<file path="src/rtl/mem_port_arbiter_pkg.sv">
// Shared types and sizing helpers for the fetch/data memory port arbiter.
// Latency: n/a (package only).
// Backpressure: n/a.
package mem_arb_pkg;

  typedef enum logic [1:0] {
    IDLE = 2'd0,
    IACC = 2'd1,
    DACC = 2'd2,
    DONE = 2'd3
  } arb_state_e;

  localparam int ADDR_W_DEF = 32;
  localparam int DATA_W_DEF = 32;

  // Width needed to count up to and including the starvation limit.
  function automatic int starve_cnt_w(input int starve_lim);
    return $clog2(starve_lim + 1);
  endfunction

  // Width needed to count up to and including the watchdog limit.
  function automatic int wait_cnt_w(input int timeout_cyc);
    return $clog2(timeout_cyc + 1);
  endfunction

endpackage

</file>
<file path="src/rtl/mem_port_arbiter_if.sv">
// Bundles the fetch port, data port and memory-side handshake of the arbiter.
// Latency: n/a (wiring only).
// Backpressure: ports stall by holding req until their one-cycle ack.
interface mem_port_arbiter_if
  import mem_arb_pkg::*;
#(
  parameter int ADDR_W = ADDR_W_DEF,
  parameter int DATA_W = DATA_W_DEF
);
  logic              ifReq;
  logic [ADDR_W-1:0] ifAddr;
  logic [DATA_W-1:0] ifRData;
  logic              ifAck;
  logic              dReq;
  logic              dWe;
  logic [ADDR_W-1:0] dAddr;
  logic [DATA_W-1:0] dWData;
  logic [DATA_W-1:0] dRData;
  logic              dAck;
  logic              memReq;
  logic              memWe;
  logic [ADDR_W-1:0] memAddr;
  logic [DATA_W-1:0] memWData;
  logic [DATA_W-1:0] memRData;
  logic              memReady;
  logic              memErr;

  // Arbiter side.
  modport slave (
    input  ifReq, ifAddr, dReq, dWe, dAddr, dWData, memRData, memReady,
    output ifRData, ifAck, dRData, dAck, memReq, memWe, memAddr, memWData, memErr
  );

  // Core + memory side (stimulus / surrounding logic).
  modport master (
    output ifReq, ifAddr, dReq, dWe, dAddr, dWData, memRData, memReady,
    input  ifRData, ifAck, dRData, dAck, memReq, memWe, memAddr, memWData, memErr
  );
endinterface

</file>
<file path="src/rtl/mem_port_arbiter_fetch_buf.sv">
// One-entry fetch buffer {valid, addr, data}; built only with MEM_ARB_FETCH_BUF_EN.
// Latency: combinational hit/data lookup, fill/invalidate take effect next cycle.
// Backpressure: none; driven by arbiter state only.
module arb_fetch_buf
  import mem_arb_pkg::*;
#(
  parameter int ADDR_W = ADDR_W_DEF,
  parameter int DATA_W = DATA_W_DEF
) (
  input  logic              clk,
  input  logic              rst,
  input  logic [ADDR_W-1:0] lookup_addr,
  output logic              hit,
  output logic [DATA_W-1:0] hit_data,
  input  logic              fill_en,
  input  logic [ADDR_W-1:0] fill_addr,
  input  logic [DATA_W-1:0] fill_data,
  input  logic              store_inv,
  input  logic [ADDR_W-1:0] store_addr,
  input  logic              flush
);
  logic              valid_q;
  logic [ADDR_W-1:0] addr_q;
  logic [DATA_W-1:0] data_q;

  assign hit      = valid_q && (lookup_addr == addr_q);
  assign hit_data = data_q;

  // Fill on successful fetch; drop the entry on a store to it or a failed fetch.
  always_ff @(posedge clk or posedge rst) begin
    if (rst) begin
      valid_q <= 1'b0;
      addr_q  <= '0;
      data_q  <= '0;
    end else if (flush || (store_inv && valid_q && (store_addr == addr_q))) begin
      valid_q <= 1'b0;
    end else if (fill_en) begin
      valid_q <= 1'b1;
      addr_q  <= fill_addr;
      data_q  <= fill_data;
    end
  end
endmodule

</file>
<file path="src/rtl/mem_port_arbiter.sv">
// Shares one variable-latency memory between fetch and data ports (data priority, anti-starve, watchdog); MEM_ARB_FETCH_BUF_EN adds a one-entry fetch buffer.
// Latency: ack 2 cycles after request at zero memory wait (1 cycle on a fetch-buffer hit).
// Backpressure: ports hold req until ack; memory side holds memReq until memReady or watchdog expiry.
module mem_port_arbiter
  import mem_arb_pkg::*;
#(
  parameter int ADDR_W      = ADDR_W_DEF,
  parameter int DATA_W      = DATA_W_DEF,
  parameter int TIMEOUT_CYC = 64,
  parameter int STARVE_LIM  = 4
) (
  input logic               CLK,
  input logic               Reset,
  mem_port_arbiter_if.slave bus
);
  localparam int SC_W = starve_cnt_w(STARVE_LIM);
  localparam int WC_W = wait_cnt_w(TIMEOUT_CYC);
  localparam logic [SC_W-1:0] STARVE_MAX = SC_W'(STARVE_LIM);
  localparam logic [WC_W-1:0] WAIT_MAX   = WC_W'(TIMEOUT_CYC);

  arb_state_e        state_q, state_d;
  logic              serve_d_q;
  logic [SC_W-1:0]   starve_q;
  logic [WC_W-1:0]   wait_q;
  logic              mem_req_q, mem_we_q, mem_err_q;
  logic [ADDR_W-1:0] mem_addr_q;
  logic [DATA_W-1:0] mem_wdata_q, if_rdata_q, d_rdata_q;
  logic              grant_i, grant_d, grant_hit, acc_ok, acc_to;
  logic              buf_hit;
  logic [DATA_W-1:0] buf_data;

`ifdef MEM_ARB_FETCH_BUF_EN
  arb_fetch_buf #(.ADDR_W(ADDR_W), .DATA_W(DATA_W)) u_fetch_buf (
    .clk        (CLK),
    .rst        (Reset),
    .lookup_addr(bus.ifAddr),
    .hit        (buf_hit),
    .hit_data   (buf_data),
    .fill_en    (acc_ok && (state_q == IACC)),
    .fill_addr  (mem_addr_q),
    .fill_data  (bus.memRData),
    .store_inv  ((state_q == DACC) && mem_we_q && (acc_ok || acc_to)),
    .store_addr (mem_addr_q),
    .flush      (acc_to && (state_q == IACC))
  );
`else
  assign buf_hit  = 1'b0;
  assign buf_data = '0;
`endif

  // Next state: grant in IDLE, finish access on memReady or watchdog, ack for one cycle in DONE.
  // The watchdog fires only when memReady is still low with the counter already at the limit,
  // so a memReady arriving in that cycle wins.
  always_comb begin
    state_d   = state_q;
    grant_i   = 1'b0;
    grant_d   = 1'b0;
    grant_hit = 1'b0;
    acc_ok    = 1'b0;
    acc_to    = 1'b0;
    case (state_q)
      IDLE: begin
        if (bus.dReq && !(bus.ifReq && (starve_q == STARVE_MAX))) begin
          grant_d = 1'b1;
          state_d = DACC;
        end else if (bus.ifReq) begin
          if (buf_hit) begin
            grant_hit = 1'b1;
            state_d   = DONE;
          end else begin
            grant_i = 1'b1;
            state_d = IACC;
          end
        end
      end
      IACC, DACC: begin
        if (bus.memReady) begin
          acc_ok  = 1'b1;
          state_d = DONE;
        end else if (wait_q == WAIT_MAX) begin
          acc_to  = 1'b1;
          state_d = DONE;
        end
      end
      DONE:    state_d = IDLE;
      default: state_d = IDLE;
    endcase
  end

  // State register.
  always_ff @(posedge CLK or posedge Reset) begin
    if (Reset) state_q <= IDLE;
    else       state_q <= state_d;
  end

  // Starvation counter (data wins while fetch waits) and watchdog wait counter.
  always_ff @(posedge CLK or posedge Reset) begin
    if (Reset) begin
      starve_q <= '0;
      wait_q   <= '0;
    end else begin
      if (grant_d) begin
        if (!bus.ifReq)                starve_q <= '0;
        else if (starve_q != STARVE_MAX) starve_q <= starve_q + 1'b1;
      end else if (grant_i || grant_hit) begin
        starve_q <= '0;
      end
      if (grant_d || grant_i) begin
        wait_q <= '0;
      end else if (((state_q == IACC) || (state_q == DACC)) && !bus.memReady &&
                   (wait_q != WAIT_MAX)) begin
        wait_q <= wait_q + 1'b1;
      end
    end
  end

  // Memory request latched at grant and held; read data captured (or zeroed on timeout) at completion.
  always_ff @(posedge CLK or posedge Reset) begin
    if (Reset) begin
      serve_d_q   <= 1'b0;
      mem_req_q   <= 1'b0;
      mem_we_q    <= 1'b0;
      mem_addr_q  <= '0;
      mem_wdata_q <= '0;
      if_rdata_q  <= '0;
      d_rdata_q   <= '0;
      mem_err_q   <= 1'b0;
    end else if (grant_d) begin
      serve_d_q   <= 1'b1;
      mem_req_q   <= 1'b1;
      mem_we_q    <= bus.dWe;
      mem_addr_q  <= bus.dAddr;
      mem_wdata_q <= bus.dWData;
    end else if (grant_i) begin
      serve_d_q   <= 1'b0;
      mem_req_q   <= 1'b1;
      mem_we_q    <= 1'b0;
      mem_addr_q  <= bus.ifAddr;
      mem_wdata_q <= '0;
    end else if (grant_hit) begin
      serve_d_q  <= 1'b0;
      if_rdata_q <= buf_data;
    end else if (acc_ok || acc_to) begin
      mem_req_q <= 1'b0;
      mem_we_q  <= 1'b0;
      if (serve_d_q) d_rdata_q  <= acc_ok ? bus.memRData : '0;
      else           if_rdata_q <= acc_ok ? bus.memRData : '0;
      if (acc_to) mem_err_q <= 1'b1;
    end
  end

  assign bus.ifAck    = (state_q == DONE) && !serve_d_q;
  assign bus.dAck     = (state_q == DONE) && serve_d_q;
  assign bus.ifRData  = if_rdata_q;
  assign bus.dRData   = d_rdata_q;
  assign bus.memReq   = mem_req_q;
  assign bus.memWe    = mem_we_q;
  assign bus.memAddr  = mem_addr_q;
  assign bus.memWData = mem_wdata_q;
  assign bus.memErr   = mem_err_q;
endmodule

</file>
<file path="src/flat_wrapper.sv">
// flat-port wrapper written by rule: the top's interface ports become plain ports
module mem_port_arbiter_flat import mem_arb_pkg::*;
#(
  parameter int ADDR_W      = ADDR_W_DEF,
  parameter int DATA_W      = DATA_W_DEF,
  parameter int TIMEOUT_CYC = 64,
  parameter int STARVE_LIM  = 4
)
  (CLK, Reset, bus_ifReq, bus_ifAddr, bus_dReq, bus_dWe, bus_dAddr, bus_dWData, bus_memRData, bus_memReady, bus_ifRData, bus_ifAck, bus_dRData, bus_dAck, bus_memReq, bus_memWe, bus_memAddr, bus_memWData, bus_memErr);
  mem_port_arbiter_if #(.ADDR_W(ADDR_W), .DATA_W(DATA_W)) bus_i ();
  input logic CLK;
  input logic Reset;
  input wire logic [$bits(bus_i.ifReq)-1:0] bus_ifReq;
  input wire logic [$bits(bus_i.ifAddr)-1:0] bus_ifAddr;
  input wire logic [$bits(bus_i.dReq)-1:0] bus_dReq;
  input wire logic [$bits(bus_i.dWe)-1:0] bus_dWe;
  input wire logic [$bits(bus_i.dAddr)-1:0] bus_dAddr;
  input wire logic [$bits(bus_i.dWData)-1:0] bus_dWData;
  input wire logic [$bits(bus_i.memRData)-1:0] bus_memRData;
  input wire logic [$bits(bus_i.memReady)-1:0] bus_memReady;
  output wire logic [$bits(bus_i.ifRData)-1:0] bus_ifRData;
  output wire logic [$bits(bus_i.ifAck)-1:0] bus_ifAck;
  output wire logic [$bits(bus_i.dRData)-1:0] bus_dRData;
  output wire logic [$bits(bus_i.dAck)-1:0] bus_dAck;
  output wire logic [$bits(bus_i.memReq)-1:0] bus_memReq;
  output wire logic [$bits(bus_i.memWe)-1:0] bus_memWe;
  output wire logic [$bits(bus_i.memAddr)-1:0] bus_memAddr;
  output wire logic [$bits(bus_i.memWData)-1:0] bus_memWData;
  output wire logic [$bits(bus_i.memErr)-1:0] bus_memErr;
  assign bus_i.ifReq = bus_ifReq;
  assign bus_i.ifAddr = bus_ifAddr;
  assign bus_i.dReq = bus_dReq;
  assign bus_i.dWe = bus_dWe;
  assign bus_i.dAddr = bus_dAddr;
  assign bus_i.dWData = bus_dWData;
  assign bus_i.memRData = bus_memRData;
  assign bus_i.memReady = bus_memReady;
  assign bus_ifRData = bus_i.ifRData;
  assign bus_ifAck = bus_i.ifAck;
  assign bus_dRData = bus_i.dRData;
  assign bus_dAck = bus_i.dAck;
  assign bus_memReq = bus_i.memReq;
  assign bus_memWe = bus_i.memWe;
  assign bus_memAddr = bus_i.memAddr;
  assign bus_memWData = bus_i.memWData;
  assign bus_memErr = bus_i.memErr;
  mem_port_arbiter #(.ADDR_W(ADDR_W), .DATA_W(DATA_W), .TIMEOUT_CYC(TIMEOUT_CYC), .STARVE_LIM(STARVE_LIM)) u_core (.CLK(CLK), .Reset(Reset), .bus(bus_i));
endmodule
</file>
<file path="config.mk">
export PLATFORM = sky130hd
export DESIGN_NAME = mem_port_arbiter_flat
export DESIGN_NICKNAME = d
export VERILOG_FILES = /design/src/rtl/mem_port_arbiter_pkg.sv /design/src/rtl/mem_port_arbiter_if.sv /design/src/rtl/mem_port_arbiter_fetch_buf.sv /design/src/rtl/mem_port_arbiter.sv /design/src/flat_wrapper.sv
export SDC_FILE = /design/constraint.sdc
export NUM_CORES = 1
export LEC_CHECK = 0
export CORE_MARGIN = 5
export CORE_UTILIZATION = 28
export CTS_CLUSTER_SIZE = 14
export DETAILED_ROUTE_END_ITERATION = 10
export GPL_TIMING_DRIVEN = 1
export REMOVE_ABC_BUFFERS = 1
export SLEW_MARGIN = 20
export SYNTH_ARGS = -nofsm -noshare
export SYNTH_HDL_FRONTEND = slang
export SYNTH_SLANG_ARGS = --single-unit
</file>
<file path="constraint.sdc">
create_clock -name CLK -period 5.55 [get_ports CLK]
set_input_delay 1.11 -clock CLK [delete_from_list [all_inputs] [get_ports CLK]]
set_output_delay 1.11 -clock CLK [all_outputs]
set_load 0.01 [all_outputs]
</file>
==> results.md <==
- Hold path start: u_core.bus.memErr$_DFFE_PP0P_
- Pwr Density: 605 nW/µm²
- Fin cells: 993
- Port bufs: 266
- CP startpoint kind: input port
- Crit end category: flop
- Worst Path Arrival: 3.14 ns
- CP max FO: 40
- Initial core utilization: 28.3%
- Crit share post-route: 51.3%
- Die Area: 23,300 µm²
- CTS Buf Count: 17
- CTS Sinks: 144
- Hold-critical path depth: 1
- RR Startpoint: u_core.state_q[1]$_DFFE_PP0P_
- Most frequent cells in the layout: clkdlybuf4s50_1 (266), dfrtp_1 (144), a22o_1 (92)
- GP Congestion: 0.813
- Post-synth cell types: 39
- Row cnt: 52
- Synth Cell Area: 5700 µm²
- Top_reg_cell synth: dfrtp_1
- Fin Hold WS: 0.474 ns
- Reg2Reg Setup Slack: 3.34 ns
- Core Area: 20,100 µm²
- Die width: 153 µm
- Htree depth: 4
- Clk Latency, worst-skew pair: 0.42 ns
- Synthesized flop and latch total: 144
- Setup TNS: 0 ns
- Max-slew violations: 0
- Total power: 5.59 mW
- Vias in the first global route: 5,085
- Reg2reg end: u_core.bus.dRData[21]$_DFFE_PP0P_
- Synth warn: 0
- Placed Instances: 961
- Hold EP: u_core.bus.memErr$_DFFE_PP0P_
- Area growth syn-to-layout: 62.3%
- Global-route wire length before repair: 27,600 µm
- Nets: 852
- Clk root buf: clkbuf_16
- Worst IR Drop VDD: 0.226 mV
- Largest net degree at the start of global routing: 108
- Post-synthesis sequential area ratio: 63.3%
- Routed Antenna Nets: 0
- Max Root-Sink Buffers: 2
- Area after DPL: 8560 µm²
- Worst slew pin tran: 0.727 ns
- Synth Instances: 449
- RSZ-0062 raised after global routing: no
- Clk slew on worst S/H paths: 0.06 ns
- FF-to-FF path depth: 7
- Final Skew: 0.0123 ns
- Critical Path Start: bus_ifReq
- 1st-pass router iterations: 4
- Leakage: 4.10 nW
- Post-Route WL: 17,200 µm
- Die Y: 153 µm
- Vias/cell: 4.76
- Max Clk Rate: 351 MHz
- Total congestion overflow: 0
- CTS tree: yes
- Mean routed wirelength per cell: 17.4 µm
- Hold buffer count at cts: 0
- CTS-repair resized insts: 0
- Min Tclk post-route: 2.85 ns
- Maxcap violations: 0
- Share of cells above drive strength 1: 7.61%
- Via count: 4,731
- IO Count: 267
- Total global routing track utilization: 14.5%
- Hold Path Class: flop to flop
- Req. time, crit path: 5.85 ns
- Mean Syn Cell Area: 12.7 µm²
- Drt drc: 0
- Fin. Hold Viols: 0
- Initial DRC count: 190
- Slew HR: 51.4%
- EDFF count, synth: 0
- Post-CTS setup buffer count: 0
- Design Area, Final: 9250 µm²
- DP HPWL: 12,200 µm
- Status: complete, no violations
- Antenna violations before repair: 0
- Most common cell after layout, fill and taps aside: clkdlybuf4s50_1
- Ys async rst share: 100%
- Setup Crit Path Kind: input port to flop
- Final setup vio count: 0
- # diodes: 0
routing by layer:
layer / vias to the layer above / GRT usage (%) / routed length (µm)
met1: 2332 / 18.2 / 7600
met5: - / 0 / 0
met4: 0 / 4.88 / 344
li1: 2171 / - / -
met2: 204 / 23.2 / 8040
met3: 24 / 5.54 / 1260
state kept, by name, indices dropped and copies added, names as in the netlist:
| name | cells |
|---|---|
| u_core.bus.dRData | 32 |
| u_core.bus.ifRData | 32 |
| u_core.bus.memAddr | 32 |
| u_core.bus.memWData | 32 |
| u_core.wait_q | 7 |
| u_core.starve_q | 3 |
| u_core.state_q | 2 |
| u_core.bus.memErr | 1 |
| u_core.bus.memReq | 1 |
| u_core.bus.memWe | 1 |
| u_core.serve_d_q | 1 |
Yosys cell counts (all sizes together) (2+ instances only):
library cell	instances	area [µm²]
xor2	2	17.5
ha	7	87.6
inv	40	150
o22ai	32	200
clkbuf	13	48.8
nor2	8	30.0
nor3	3	25.0
nand3	5	25.0
nand2	16	77.6
o21ai	9	48.8
or3	2	12.5
nor2b	2	12.5
xnor2	4	35.0
a32o	3	30.0
a21oi	33	165
a22o	94	826
buf	18	170
and3	2	12.5
dfrtp	144	3600
stage by stage:
stage          setup slack (ns)  utilization (%)
6_report                   2.70             46.0
5_1_grt                    2.62             46.0
4_1_cts                    2.55             45.8
3_5_place_dp               2.08             42.6
3_3_place_gp               2.23             42.6
2_1_floorplan             0.574                -
kinds of logic (layout without fill, tap and decap cells):
group	after synthesis	count (layout)	share of synthesized area (%)
AO/OA/AOI/OAI	176	176	23.2
XOR/XNOR	6	6	0.922
adder cells (fa/ha/maj)	7	7	1.54
buffers and inverters	71	345	6.48
flip-flops	144	144	63.3
multiplexers	2	2	0.439
AND/OR/NAND/NOR	43	43	4.20
where the power goes:
group	internal, mW	switching [mW]
Combinational	1.39	1.07
Sequential	1.55	0.298
Clock	0.806	0.468
how the worst max path moves through the flow:
stage                                              end  slack [ns]  depth (start not counted)
finish               u_core.bus.dRData[21]$_DFFE_PP0P_        2.70                          6
global route         u_core.bus.dRData[21]$_DFFE_PP0P_        2.62                          6
CTS                 u_core.bus.memAddr[10]$_DFFE_PP0P_        2.55                          5
detailed placement  u_core.bus.memAddr[10]$_DFFE_PP0P_        2.08                          5
global placement     u_core.bus.memAddr[0]$_DFFE_PP0P_        2.23                          5
floorplan             u_core.bus.dRData[0]$_DFFE_PP0P_        0.57                          1
critical path, stage by stage:
cell and delay [ns]:
clkdlybuf4s50_1 0.53, o21ai_4 0.23, buf_4 0.42, and3_1 0.29, nand2_4 0.24, a22o_2 0.30
area by class of cell:
class | instances | area [µm²]
clock buffer | 17 | 425
timing repair buffer | 274 | 2740
sequential | 144 | 3600
fill | 1808 | 10900
clock inverter | 14 | 228
inverter | 40 | 155
tap | 270 | 338
multi-input combinational | 234 | 1760
Power figures use the tool's default switching activity.
